<file path="config.mk">
export PLATFORM = sky130hd
export DESIGN_NAME = shufflenet_layer_seq_flat
export DESIGN_NICKNAME = d
export VERILOG_FILES = /design/src/rtl/shufflenet_layer_seq_if.sv /design/src/rtl/shufflenet_layer_seq.sv /design/src/flat_wrapper.sv
export SDC_FILE = /design/constraint.sdc
export NUM_CORES = 1
export LEC_CHECK = 0
export CAP_MARGIN = 30
export CORE_MARGIN = 4
export CORE_UTILIZATION = 30
export DETAILED_ROUTE_END_ITERATION = 8
export PLACE_DENSITY = 0.52
export SYNTH_ARGS = -nofsm -noshare
export SYNTH_HDL_FRONTEND = slang
export SYNTH_SLANG_ARGS = --single-unit
</file>
<file path="constraint.sdc">
create_clock -name clk -period 7.8 [get_ports clk]
set_clock_uncertainty 0.2 [all_clocks]
set_input_delay 1.17 -clock clk [delete_from_list [all_inputs] [get_ports clk]]
set_output_delay 1.17 -clock clk [all_outputs]
set_load 0.1 [all_outputs]
</file>
<file path="src/rtl/shufflenet_layer_seq_if.sv">
`default_nettype none
// +----------------------------------------------------------------------------+
// | shufflenet_layer_seq_if : job, memory and datapath-control bundle          |
// | perf_cycles exists only when SEQ_PERF_CNT_EN is defined                    |
// | Revision: 1.0                                                              |
// +----------------------------------------------------------------------------+
interface shufflenet_layer_seq_if;
  logic        start;
  logic [1:0]  cfg_mode;
  logic [7:0]  cfg_width;
  logic [7:0]  cfg_height;
  logic [15:0] cfg_in_base;
  logic [15:0] cfg_out_base;
  logic        out_ready;
  logic        busy;
  logic        done;
  logic        rd_en;
  logic [15:0] rd_addr;
  logic        wr_en;
  logic [15:0] wr_addr;
  logic        CU_Save;
  logic        CU_CLR;
  logic        CIB_Shift;
  logic        CIB_Zero_Input;
  logic [2:0]  CIB_Size;
  logic [1:0]  CL_Out_Sel;
  logic        MPB_In_Ready;
  logic        MPB_Out_Ready;
`ifdef SEQ_PERF_CNT_EN
  logic [31:0] perf_cycles;
`endif

  modport master (
    output start, cfg_mode, cfg_width, cfg_height, cfg_in_base, cfg_out_base, out_ready,
`ifdef SEQ_PERF_CNT_EN
    input  perf_cycles,
`endif
    input  busy, done, rd_en, rd_addr, wr_en, wr_addr,
    input  CU_Save, CU_CLR, CIB_Shift, CIB_Zero_Input, CIB_Size, CL_Out_Sel,
    input  MPB_In_Ready, MPB_Out_Ready
  );

  modport slave (
    input  start, cfg_mode, cfg_width, cfg_height, cfg_in_base, cfg_out_base, out_ready,
`ifdef SEQ_PERF_CNT_EN
    output perf_cycles,
`endif
    output busy, done, rd_en, rd_addr, wr_en, wr_addr,
    output CU_Save, CU_CLR, CIB_Shift, CIB_Zero_Input, CIB_Size, CL_Out_Sel,
    output MPB_In_Ready, MPB_Out_Ready
  );
endinterface
`default_nettype wire

</file>
<file path="src/rtl/shufflenet_layer_seq.sv">
`default_nettype none
// +----------------------------------------------------------------------------+
// | shufflenet_layer_seq : per-pixel tap sequencer for conv/maxpool/add/pw     |
// | Optional busy-cycle counter enabled by defining SEQ_PERF_CNT_EN            |
// | Revision: 1.0                                                              |
// +----------------------------------------------------------------------------+
module shufflenet_layer_seq (
  input wire                    clk,
  input wire                    rst,
  shufflenet_layer_seq_if.slave bus
);
  localparam logic [2:0] c_IDLE  = 3'd0;
  localparam logic [2:0] c_FETCH = 3'd1;
  localparam logic [2:0] c_DRAIN = 3'd2;
  localparam logic [2:0] c_SAVE  = 3'd3;
  localparam logic [2:0] c_WRITE = 3'd4;
  localparam logic [2:0] c_DONE  = 3'd5;

  localparam logic [1:0] c_MODE_CONV = 2'b00;
  localparam logic [1:0] c_MODE_POOL = 2'b01;
  localparam logic [1:0] c_MODE_ADD  = 2'b10;
  localparam logic [1:0] c_MODE_PW   = 2'b11;

  logic [2:0]  r_state;
  logic [1:0]  r_mode;
  logic [7:0]  r_width;
  logic [7:0]  r_height;
  logic [15:0] r_in_base;
  logic [15:0] r_out_base;
  logic [7:0]  r_row;
  logic [7:0]  r_col;
  logic [15:0] r_pix;
  logic [1:0]  r_dyi;
  logic [1:0]  r_dxi;
  logic [15:0] r_rd_addr;
  logic        r_shift;
  logic        r_zero;

  logic        w_is_3x3;
  logic [1:0]  w_tap_init;
  logic        w_first_tap;
  logic        w_last_tap;
  logic        w_last_pix;
  logic [9:0]  w_ty;
  logic [9:0]  w_tx;
  logic        w_inb;
  logic [15:0] w_tap_addr;
  logic        w_fetch;
  logic        w_rd_en;
  logic        w_busy;

  // Tap indices run 0..2 with 1 meaning offset 0; single-tap modes sit at the centre.
  assign w_is_3x3    = ~r_mode[1];
  assign w_tap_init  = r_mode[1] ? 2'd1 : 2'd0;
  assign w_first_tap = !w_is_3x3 || (r_dyi == 2'd0 && r_dxi == 2'd0);
  assign w_last_tap  = !w_is_3x3 || (r_dyi == 2'd2 && r_dxi == 2'd2);
  assign w_last_pix  = (r_col == r_width - 8'd1) && (r_row == r_height - 8'd1);

  // A negative coordinate wraps to a large unsigned value and fails the bound test.
  assign w_ty       = {2'b00, r_row} + {8'b0, r_dyi} - 10'd1;
  assign w_tx       = {2'b00, r_col} + {8'b0, r_dxi} - 10'd1;
  assign w_inb      = (w_ty < {2'b00, r_height}) && (w_tx < {2'b00, r_width});
  assign w_tap_addr = r_in_base + ({8'b0, w_ty[7:0]} * {8'b0, r_width}) + {8'b0, w_tx[7:0]};

  assign w_fetch = (r_state == c_FETCH);
  assign w_rd_en = w_fetch && w_inb;
  assign w_busy  = (r_state != c_IDLE);

  always_ff @(posedge clk) begin
    if (rst) begin
      r_state    <= c_IDLE;
      r_mode     <= 2'b00;
      r_width    <= 8'd0;
      r_height   <= 8'd0;
      r_in_base  <= 16'd0;
      r_out_base <= 16'd0;
      r_row      <= 8'd0;
      r_col      <= 8'd0;
      r_pix      <= 16'd0;
      r_dyi      <= 2'd0;
      r_dxi      <= 2'd0;
      r_rd_addr  <= 16'd0;
      r_shift    <= 1'b0;
      r_zero     <= 1'b0;
    end else begin
      r_shift <= w_fetch;
      r_zero  <= w_fetch && !w_inb;
      if (w_rd_en) begin
        r_rd_addr <= w_tap_addr;
      end
      case (r_state)
        c_IDLE: begin
          if (bus.start) begin
            r_mode     <= bus.cfg_mode;
            r_width    <= bus.cfg_width;
            r_height   <= bus.cfg_height;
            r_in_base  <= bus.cfg_in_base;
            r_out_base <= bus.cfg_out_base;
            r_row      <= 8'd0;
            r_col      <= 8'd0;
            r_pix      <= 16'd0;
            r_dyi      <= bus.cfg_mode[1] ? 2'd1 : 2'd0;
            r_dxi      <= bus.cfg_mode[1] ? 2'd1 : 2'd0;
            r_state    <= (bus.cfg_width == 8'd0 || bus.cfg_height == 8'd0) ? c_DONE : c_FETCH;
          end
        end
        c_FETCH: begin
          if (w_last_tap) begin
            r_state <= c_DRAIN;
          end else if (r_dxi == 2'd2) begin
            r_dxi <= 2'd0;
            r_dyi <= r_dyi + 2'd1;
          end else begin
            r_dxi <= r_dxi + 2'd1;
          end
        end
        c_DRAIN: r_state <= (r_mode == c_MODE_ADD) ? c_WRITE : c_SAVE;
        c_SAVE:  r_state <= c_WRITE;
        c_WRITE: begin
          if (bus.out_ready) begin
            if (w_last_pix) begin
              r_state <= c_DONE;
            end else begin
              r_state <= c_FETCH;
              r_pix   <= r_pix + 16'd1;
              r_dyi   <= w_tap_init;
              r_dxi   <= w_tap_init;
              if (r_col == r_width - 8'd1) begin
                r_col <= 8'd0;
                r_row <= r_row + 8'd1;
              end else begin
                r_col <= r_col + 8'd1;
              end
            end
          end
        end
        c_DONE:  r_state <= c_IDLE;
        default: r_state <= c_IDLE;
      endcase
    end
  end

  assign bus.busy           = w_busy;
  assign bus.done           = (r_state == c_DONE);
  assign bus.rd_en          = w_rd_en;
  assign bus.rd_addr        = w_rd_en ? w_tap_addr : r_rd_addr;
  assign bus.wr_en          = (r_state == c_WRITE);
  assign bus.wr_addr        = (r_state == c_WRITE) ? (r_out_base + r_pix) : 16'd0;
  assign bus.CU_Save        = (r_state == c_SAVE) && (r_mode == c_MODE_CONV || r_mode == c_MODE_PW);
  assign bus.CU_CLR         = w_fetch && w_first_tap && (r_mode == c_MODE_CONV || r_mode == c_MODE_PW);
  assign bus.CIB_Shift      = r_shift;
  assign bus.CIB_Zero_Input = r_zero;
  assign bus.CIB_Size       = !w_busy ? 3'd0 : (w_is_3x3 ? 3'd3 : 3'd1);
  assign bus.CL_Out_Sel     = !w_busy ? 2'b00 :
                              (r_mode == c_MODE_POOL) ? 2'b01 :
                              (r_mode == c_MODE_ADD)  ? 2'b10 : 2'b00;
  assign bus.MPB_In_Ready   = r_shift && (r_mode == c_MODE_POOL);
  assign bus.MPB_Out_Ready  = (r_state == c_SAVE) && (r_mode == c_MODE_POOL);

`ifdef SEQ_PERF_CNT_EN
  logic [31:0] r_perf;

  always_ff @(posedge clk) begin
    if (rst) begin
      r_perf <= 32'd0;
    end else if (r_state == c_IDLE && bus.start) begin
      r_perf <= 32'd0;
    end else if (w_busy && r_perf != 32'hFFFF_FFFF) begin
      r_perf <= r_perf + 32'd1;
    end
  end

  assign bus.perf_cycles = r_perf;
`endif
endmodule
`default_nettype wire

</file>
<file path="src/flat_wrapper.sv">
// flat-port wrapper written by rule: the top's interface ports become plain ports
module shufflenet_layer_seq_flat 
  (clk, rst, bus_start, bus_cfg_mode, bus_cfg_width, bus_cfg_height, bus_cfg_in_base, bus_cfg_out_base, bus_out_ready, bus_busy, bus_done, bus_rd_en, bus_rd_addr, bus_wr_en, bus_wr_addr, bus_CU_Save, bus_CU_CLR, bus_CIB_Shift, bus_CIB_Zero_Input, bus_CIB_Size, bus_CL_Out_Sel, bus_MPB_In_Ready, bus_MPB_Out_Ready);
  shufflenet_layer_seq_if bus_i ();
  input wire clk;
  input wire rst;
  input wire logic [$bits(bus_i.start)-1:0] bus_start;
  input wire logic [$bits(bus_i.cfg_mode)-1:0] bus_cfg_mode;
  input wire logic [$bits(bus_i.cfg_width)-1:0] bus_cfg_width;
  input wire logic [$bits(bus_i.cfg_height)-1:0] bus_cfg_height;
  input wire logic [$bits(bus_i.cfg_in_base)-1:0] bus_cfg_in_base;
  input wire logic [$bits(bus_i.cfg_out_base)-1:0] bus_cfg_out_base;
  input wire logic [$bits(bus_i.out_ready)-1:0] bus_out_ready;
  output wire logic [$bits(bus_i.busy)-1:0] bus_busy;
  output wire logic [$bits(bus_i.done)-1:0] bus_done;
  output wire logic [$bits(bus_i.rd_en)-1:0] bus_rd_en;
  output wire logic [$bits(bus_i.rd_addr)-1:0] bus_rd_addr;
  output wire logic [$bits(bus_i.wr_en)-1:0] bus_wr_en;
  output wire logic [$bits(bus_i.wr_addr)-1:0] bus_wr_addr;
  output wire logic [$bits(bus_i.CU_Save)-1:0] bus_CU_Save;
  output wire logic [$bits(bus_i.CU_CLR)-1:0] bus_CU_CLR;
  output wire logic [$bits(bus_i.CIB_Shift)-1:0] bus_CIB_Shift;
  output wire logic [$bits(bus_i.CIB_Zero_Input)-1:0] bus_CIB_Zero_Input;
  output wire logic [$bits(bus_i.CIB_Size)-1:0] bus_CIB_Size;
  output wire logic [$bits(bus_i.CL_Out_Sel)-1:0] bus_CL_Out_Sel;
  output wire logic [$bits(bus_i.MPB_In_Ready)-1:0] bus_MPB_In_Ready;
  output wire logic [$bits(bus_i.MPB_Out_Ready)-1:0] bus_MPB_Out_Ready;
  assign bus_i.start = bus_start;
  assign bus_i.cfg_mode = bus_cfg_mode;
  assign bus_i.cfg_width = bus_cfg_width;
  assign bus_i.cfg_height = bus_cfg_height;
  assign bus_i.cfg_in_base = bus_cfg_in_base;
  assign bus_i.cfg_out_base = bus_cfg_out_base;
  assign bus_i.out_ready = bus_out_ready;
  assign bus_busy = bus_i.busy;
  assign bus_done = bus_i.done;
  assign bus_rd_en = bus_i.rd_en;
  assign bus_rd_addr = bus_i.rd_addr;
  assign bus_wr_en = bus_i.wr_en;
  assign bus_wr_addr = bus_i.wr_addr;
  assign bus_CU_Save = bus_i.CU_Save;
  assign bus_CU_CLR = bus_i.CU_CLR;
  assign bus_CIB_Shift = bus_i.CIB_Shift;
  assign bus_CIB_Zero_Input = bus_i.CIB_Zero_Input;
  assign bus_CIB_Size = bus_i.CIB_Size;
  assign bus_CL_Out_Sel = bus_i.CL_Out_Sel;
  assign bus_MPB_In_Ready = bus_i.MPB_In_Ready;
  assign bus_MPB_Out_Ready = bus_i.MPB_Out_Ready;
  shufflenet_layer_seq u_core (.clk(clk), .rst(rst), .bus(bus_i));
endmodule
</file>
==> summary.txt, run 1 <==
Yosys
  – Top-count cell post-synth: nand2_1
  – Cells after Synth: 1253
  – Synth Cell Area: 0.00991 sq mm
  – Main synth FF type: dfxtp_1
  – Mapped Nets: 1457
  – Synthesized flop and latch total: 107
  – Top cells by count, synth: nand2_1 (180), inv_1 (124), a21oi_1 (118)
  – Ys async rst share: 0
  – Post-synth EDFFs: 0
  – Yosys top cell area share: 0.216
  – Area leader, netlist: dfxtp_1
  – Sequential-to-total area share from yosys stat: 0.216
  – Mapped Avg Cell Area: 7.91 sq um
  – Netlist cell types: 76
  – Yosys warnings: 0
  – Synth area leaders: dfxtp_1 (22%), fa_1 (12%), ha_1 (12%)

Clocking
  – Worst-Skew Late Latency: 360 ps
  – Worst-path clk slew: 80 ps
  – Clk buf depth: 2
  – CTS tree: built
  – Clock Sinks: 107
  – CTS Root Cell: clkbuf_16
  – Hold-fix buffers, CTS: 0
  – Num CTS Buffers: 9
  – H-tree levels: 3

Pwr
  – Pwr dens: 258 mW/mm^2
  – Overall Power: 3280 uW
  – Leak Pwr: 0.00525 uW
  – Worst IR drop on VDD: 0.275 mV

Floorplanning
  – Die ar.: 0.0360 sq mm
  – Core Rows: 66
  – Die Wd: 190 microns
  – Die Y: 190 microns
  – Core ar.: 0.0325 sq mm
  – Initial Util: 0.305
  – Io pins: 101

Global routing
  – Number of global-route vias before repair: 9122
  – Antenna violations before repair: 0
  – Tot GR Track Use: 0.154
  – Total grt overflow: 0
  – Largest net degree at the start of global routing: 73
  – First-pass GRT wire length: 45.5 mm

Run status
  – Failing checks: setup timing
  – Status: finished with violations

STA
  – Final setup fails: 8
  – Slew Limit Fails: 0
  – Tcrit/Tclk final: 1.03
  – Setup TNS: -1020 ps
  – Period minus WS final: 8030 ps
  – Highest clock rate: 125 MHz
  – Hold Fails Final Rpt: 0
  – Unrepaired setup endpoints after global routing: yes
  – Least-Margin Pin Slew: 1000 ps
  – Hold WS: 259 ps
  – Rel. slew slack: 0.331
  – PnR worst setup slack: -230 ps

Placement
  – Post-DP HPWL: 21.9 mm
  – Placement Setup Slack: -106 ps
  – IO buf count: 99
  – Placer Congestion: 0.904

Worst setup path
  – Peak fanout along the critical path: 4
  – Critical path required time: 6430 ps
  – WP data arrival: 6660 ps
  – R2r setup slk: 310 ps
  – CP startpoint kind: register
  – Crit path kind: register to primary output
  – CP top delay family: adder cells
  – CP bufs+invs: 8
  – CP peak stage delay: 520 ps
  – Cell mode on critical path: fa_1
  – CP max stage cell: fa_1
  – Crit path capture type: primary output

Final layout
  – Multi-input logic area: 0.00747 sq mm
  – Fillcell total: 3455
  – FF/Latch Area: 0.00215 sq mm
  – Area Growth Syn to Fin: 28.3%
  – Final core utilization: 0.391
  – Final Net Count: 1585
  – Ratio of cells with drive above 1 in the final layout: 0.167
  – Antenna Cells: 0

Drt
  – Final ANT Viol Nets: 0
  – M1 wire length: 12.4 mm
  – Highest metal used: met4
  – Drt first pass iters: 5
  – Vias: 9053
  – First-iteration detailed-routing DRC count: 389
  – Residual DRC: 0
  – Post-Route WL: 28.4 mm
  – Met3 wire length: 851 microns
  – Met2 wire length: 14.5 mm
  – Drt wl/cell: 15.6 microns
  – Drt via density: 4.95

Run
  – Max_cap viols: 0

Hold path
  – Hold WC Path Type: register to register
## cell type report
| cell class | instances | area share |
|---|---|---|
| clock buffers | 11 | 0.0191 |
| flip-flops and latches | 107 | 0.169 |
| inverters | 127 | 0.0375 |
| repair buffers | 186 | 0.139 |
| multi-input cells | 950 | 0.588 |
| well taps | 442 | 0.0435 |
| clock inverters | 5 | 0.00482 |
## path summary, 6_finish.rpt
kind,cells past startpoint,endpoint,startpoint
min,2,u_core.r_in_base[14],u_core.r_in_base[14]
max,30,bus_rd_addr[15],u_core.r_row[0]
min reg2reg,2,u_core.r_in_base[14],u_core.r_in_base[14]
max reg2reg,38,u_core.r_rd_addr[9],u_core.r_row[0]
## per-stage QoR
stage | std cells | area, sq um
after floorplan | 1253 | 9990
after global placement | 1789 | 11800
after detailed placement | 1789 | 11800
after CTS | 1818 | 12400
after global routing | 1828 | 12700
final | 1828 | 12700
## cells in the final DEF, fill, tap and decap left out, types with 8 or more instances in the layout
| master | n |
|---|---|
| a21oi_1 | 111 |
| and2_1 | 27 |
| and3_1 | 12 |
| buf_12 | 12 |
| buf_4 | 88 |
| clkbuf_16 | 9 |
| clkdlybuf4s50_1 | 81 |
| dfxtp_1 | 102 |
| fa_1 | 55 |
| ha_1 | 81 |
| ha_4 | 10 |
| inv_1 | 114 |
| inv_2 | 11 |
| nand2_1 | 171 |
| nand2_2 | 8 |
| nand3_1 | 21 |
| nand4_1 | 32 |
| nor2_1 | 66 |
| nor2b_1 | 8 |
| nor3_1 | 15 |
| nor4_1 | 11 |
| o21ai_0 | 30 |
| o31ai_1 | 27 |
| or3_1 | 14 |
| or4_1 | 17 |
| xnor2_1 | 38 |
| xnor2_2 | 8 |
| xor2_1 | 25 |
## cell families after synthesis
logic type / count (synthesis) / share of synthesized area
AO/OA/AOI/OAI: 278 / 0.181
AND/OR/NAND/NOR: 442 / 0.216
XOR/XNOR: 71 / 0.0628
buffers and inverters: 196 / 0.0808
flip-flops: 107 / 0.216
other: 1 / 0.000378
multiplexers: 8 / 0.00934
adder cells (fa/ha/maj): 150 / 0.233
## flip-flops by register name, indices dropped and copies added (netlist names)
signal / flops
u_core.r_pix: 16
u_core.r_mode: 2
u_core.r_row: 8
u_core.r_state: 3
u_core.r_width: 8
u_core.r_out_base: 16
u_core.r_height: 8
u_core.bus.CIB_Shift: 1
u_core.r_rd_addr: 16
u_core.r_dxi: 2
u_core.r_col: 8
u_core.r_dyi: 2
u_core.bus.CIB_Zero_Input: 1
u_core.r_in_base: 16
## what timing repair did
action | CTS | global route
endpoints found under the setup margin | 9 | 12
pin swaps | 36 | 29
buffers inserted | 13 | 10
resized for setup | 38 | 54
## worst reg2reg max path: cells and delay by family, from the launching register on
family                     cells  cell delay, ps
DFF                            1             350
and+or+nand+nor                6             870
xor gates and xnor gates       3             400
adders and majority gates      8            3140
AOI/OAI and AO/OA              4             720
buffers and inverters         17            1760
## power breakdown
group | internal (uW) | total, uW | switching (uW) | leakage (uW)
Sequential | 573 | 606 | 33.0 | 0.000874
Clock | 260 | 487 | 227 | 0.000144
Combinational | 1030 | 2190 | 1160 | 0.00423
## layer usage
layer	global-route usage	up-vias
met5	0	-
met4	0.0445	0
met3	0.0233	24
met2	0.284	146
met1	0.186	4308
li1	-	4575
No activity file was read; power rests on OpenSTA's default activity.
==> inputs of run 2 (changes only) <==
--- a/config.mk
+++ b/config.mk
@@ -10,6 +10,7 @@
 export CORE_UTILIZATION = 30
 export DETAILED_ROUTE_END_ITERATION = 8
 export PLACE_DENSITY = 0.52
+export SETUP_SLACK_MARGIN = 0.1
 export SYNTH_ARGS = -nofsm -noshare
 export SYNTH_HDL_FRONTEND = slang
 export SYNTH_SLANG_ARGS = --single-unit
==> summary.txt, run 2 (synthesis gave the netlist of run 1 again) <==
STA
  – Slew Limit Fails: 0
  – Tcrit/Tclk final: 1.04
  – Hold Fails Final Rpt: 0
  – Unrepaired setup endpoints after global routing: yes
  – Period minus WS final: 8150 ps
  – Final setup fails: 8
  – PnR worst setup slack: -351 ps
  – Highest clock rate: 123 MHz
  – Rel. slew slack: 0.323
  – Least-Margin Pin Slew: 1010 ps
  – Setup TNS: -2070 ps

Floorplanning
  – Core ar.: 0.0325 sq mm
  – Io pins: 101
  – Initial Util: 0.305
  – Die ar.: 0.0360 sq mm
  – Die Y: 190 microns
  – Core Rows: 66
  – Die Wd: 190 microns

Global routing
  – First-pass GRT wire length: 46.4 mm
  – Number of global-route vias before repair: 9018
  – Tot GR Track Use: 0.157
  – Largest net degree at the start of global routing: 73
  – Total grt overflow: 0
  – Antenna violations before repair: 0

Worst setup path
  – RR Startpoint: u_core.r_row[0]
  – WP data arrival: 6780 ps
  – CP peak stage delay: 520 ps
  – CP top delay family: adder cells
  – CP max stage cell: fa_1
  – Peak fanout along the critical path: 5
  – R2r worst-path depth: 30
  – Crit path capture type: primary output
  – Worst reg2reg endpoint: u_core.r_rd_addr[9]
  – Critical path required time: 6430 ps
  – CP startpoint kind: register
  – CP bufs+invs: 7
  – Cell mode on critical path: fa_1
  – Crit path kind: register to primary output
  – R2r setup slk: 1090 ps

Final layout
  – Most frequent cells in the layout: nand2_1 (170), inv_1 (115), a21oi_1 (110), dfxtp_1 (104), buf_4 (92)
  – Post-route cell area: 0.0128 sq mm
  – Final Net Count: 1588
  – Area Growth Syn to Fin: 29.0%
  – Ratio of cells with drive above 1 in the final layout: 0.170
  – Most common cell after layout, fill and taps aside: nand2_1
  – Antenna Cells: 0

Clocking
  – Worst-path clk slew: 80 ps
  – H-tree levels: 3
  – Clk buf depth: 2
  – Hold-fix buffers, CTS: 0
  – Clock Sinks: 107
  – Worst-Skew Late Latency: 360 ps
  – Num CTS Buffers: 9
  – CTS Root Cell: clkbuf_16
  – CTS tree: built

Drt
  – Vias: 9116
  – Drt first pass iters: 5
  – Drt wl/cell: 15.7 microns
  – Post-Route WL: 28.8 mm
  – Final ANT Viol Nets: 0
  – First-iteration detailed-routing DRC count: 336
  – Residual DRC: 0
  – Drt via density: 4.98

Hold path
  – Worst Hold End: u_core.r_out_base[8]
  – Hold WC Path Type: register to register
  – Hold wc startpoint: u_core.r_out_base[8]
  – Hold Path Depth: 2

Placement
  – Post-DP HPWL: 22.0 mm
  – Placer Congestion: 0.900
  – Placed inst area: 0.0119 sq mm
  – IO buf count: 99

Run
  – Max_cap viols: 0

Pwr
  – Leak Pwr: 0.00529 uW
  – Worst IR drop on VDD: 0.278 mV
  – Pwr dens: 271 mW/mm^2

Run status
  – Status: finished with violations
  – Failing checks: setup timing
-- run 2: cell count changes in the layout (fill, tap and decap cells not counted), sizes merged --
cell	before	now
clkbuf	11	10
inv	126	128
buf	105	108
clkinv	3	2
-- run 2: through the flow --
step | utilization | worst slack [ps] | hold slack [ps] | power, uW | instances
2_1_floorplan | - | 114 | 236 | 1810 | 1253
3_3_place_gp | 0.367 | -120 | 245 | 2420 | 1798
3_5_place_dp | 0.367 | -157 | 250 | 2440 | 1798
4_1_cts | 0.384 | -316 | 263 | 3170 | 1822
5_1_grt | 0.393 | -614 | 281 | 3740 | 1831
6_report | 0.393 | -351 | 260 | 3470 | 1831
-- run 2: how the worst max path moves through the flow --
stage / depth (start not counted) / to / from
floorplan: 25 / bus_rd_addr[14] / u_core.r_row[0]
global route: 27 / bus_rd_addr[14] / u_core.r_row[0]
detailed placement: 28 / bus_rd_addr[15] / u_core.r_row[0]
finish: 29 / bus_rd_addr[14] / u_core.r_row[0]
CTS: 29 / bus_rd_addr[14] / u_core.r_row[0]
global placement: 27 / bus_rd_addr[14] / u_core.r_row[0]
-- run 2: layer usage --
| metal | wire length [microns] | global-route usage | share of wire | vias up |
|---|---|---|---|---|
| met4 | 506 | 0.0403 | 0.018 | 0 |
| met2 | 14600 | 0.282 | 0.51 | 130 |
| met3 | 822 | 0.0226 | 0.029 | 23 |
| met1 | 12800 | 0.197 | 0.45 | 4373 |
| met5 | 0 | 0 | 0 | - |
| li1 | - | - | - | 4590 |
-- run 2: timing repair --
action / 4_1_cts / 5_1_grt
setup endpoints to repair: 11 / 12
gates resized for setup: 36 / 45
buffers inserted: 9 / 9
pin swaps: 33 / 41
-- run 2: where the power goes --
part | switching (uW) | internal (uW) | total, uW
registers | 31.6 | 572 | 604
logic | 1230 | 1130 | 2370
clock network | 237 | 262 | 499
-- run 2: area by class of cell --
type | count | area, sq um
clock inverter | 6 | 71.3
timing repair buffer | 189 | 1780
multi-input combinational | 950 | 7520
sequential | 107 | 2150
fill | 3382 | 19700
inverter | 127 | 479
tap | 442 | 553
clock buffer | 10 | 239
-- run 2: worst register-to-register path: cells and delay by family, from the launching register on --
kind / cells / cell delay, ps
buf+inv: 9 / 770
simple gates: 5 / 780
fa+ha+maj: 8 / 3210
flops: 1 / 360
compound gates: 5 / 890
xor+xnor: 3 / 460
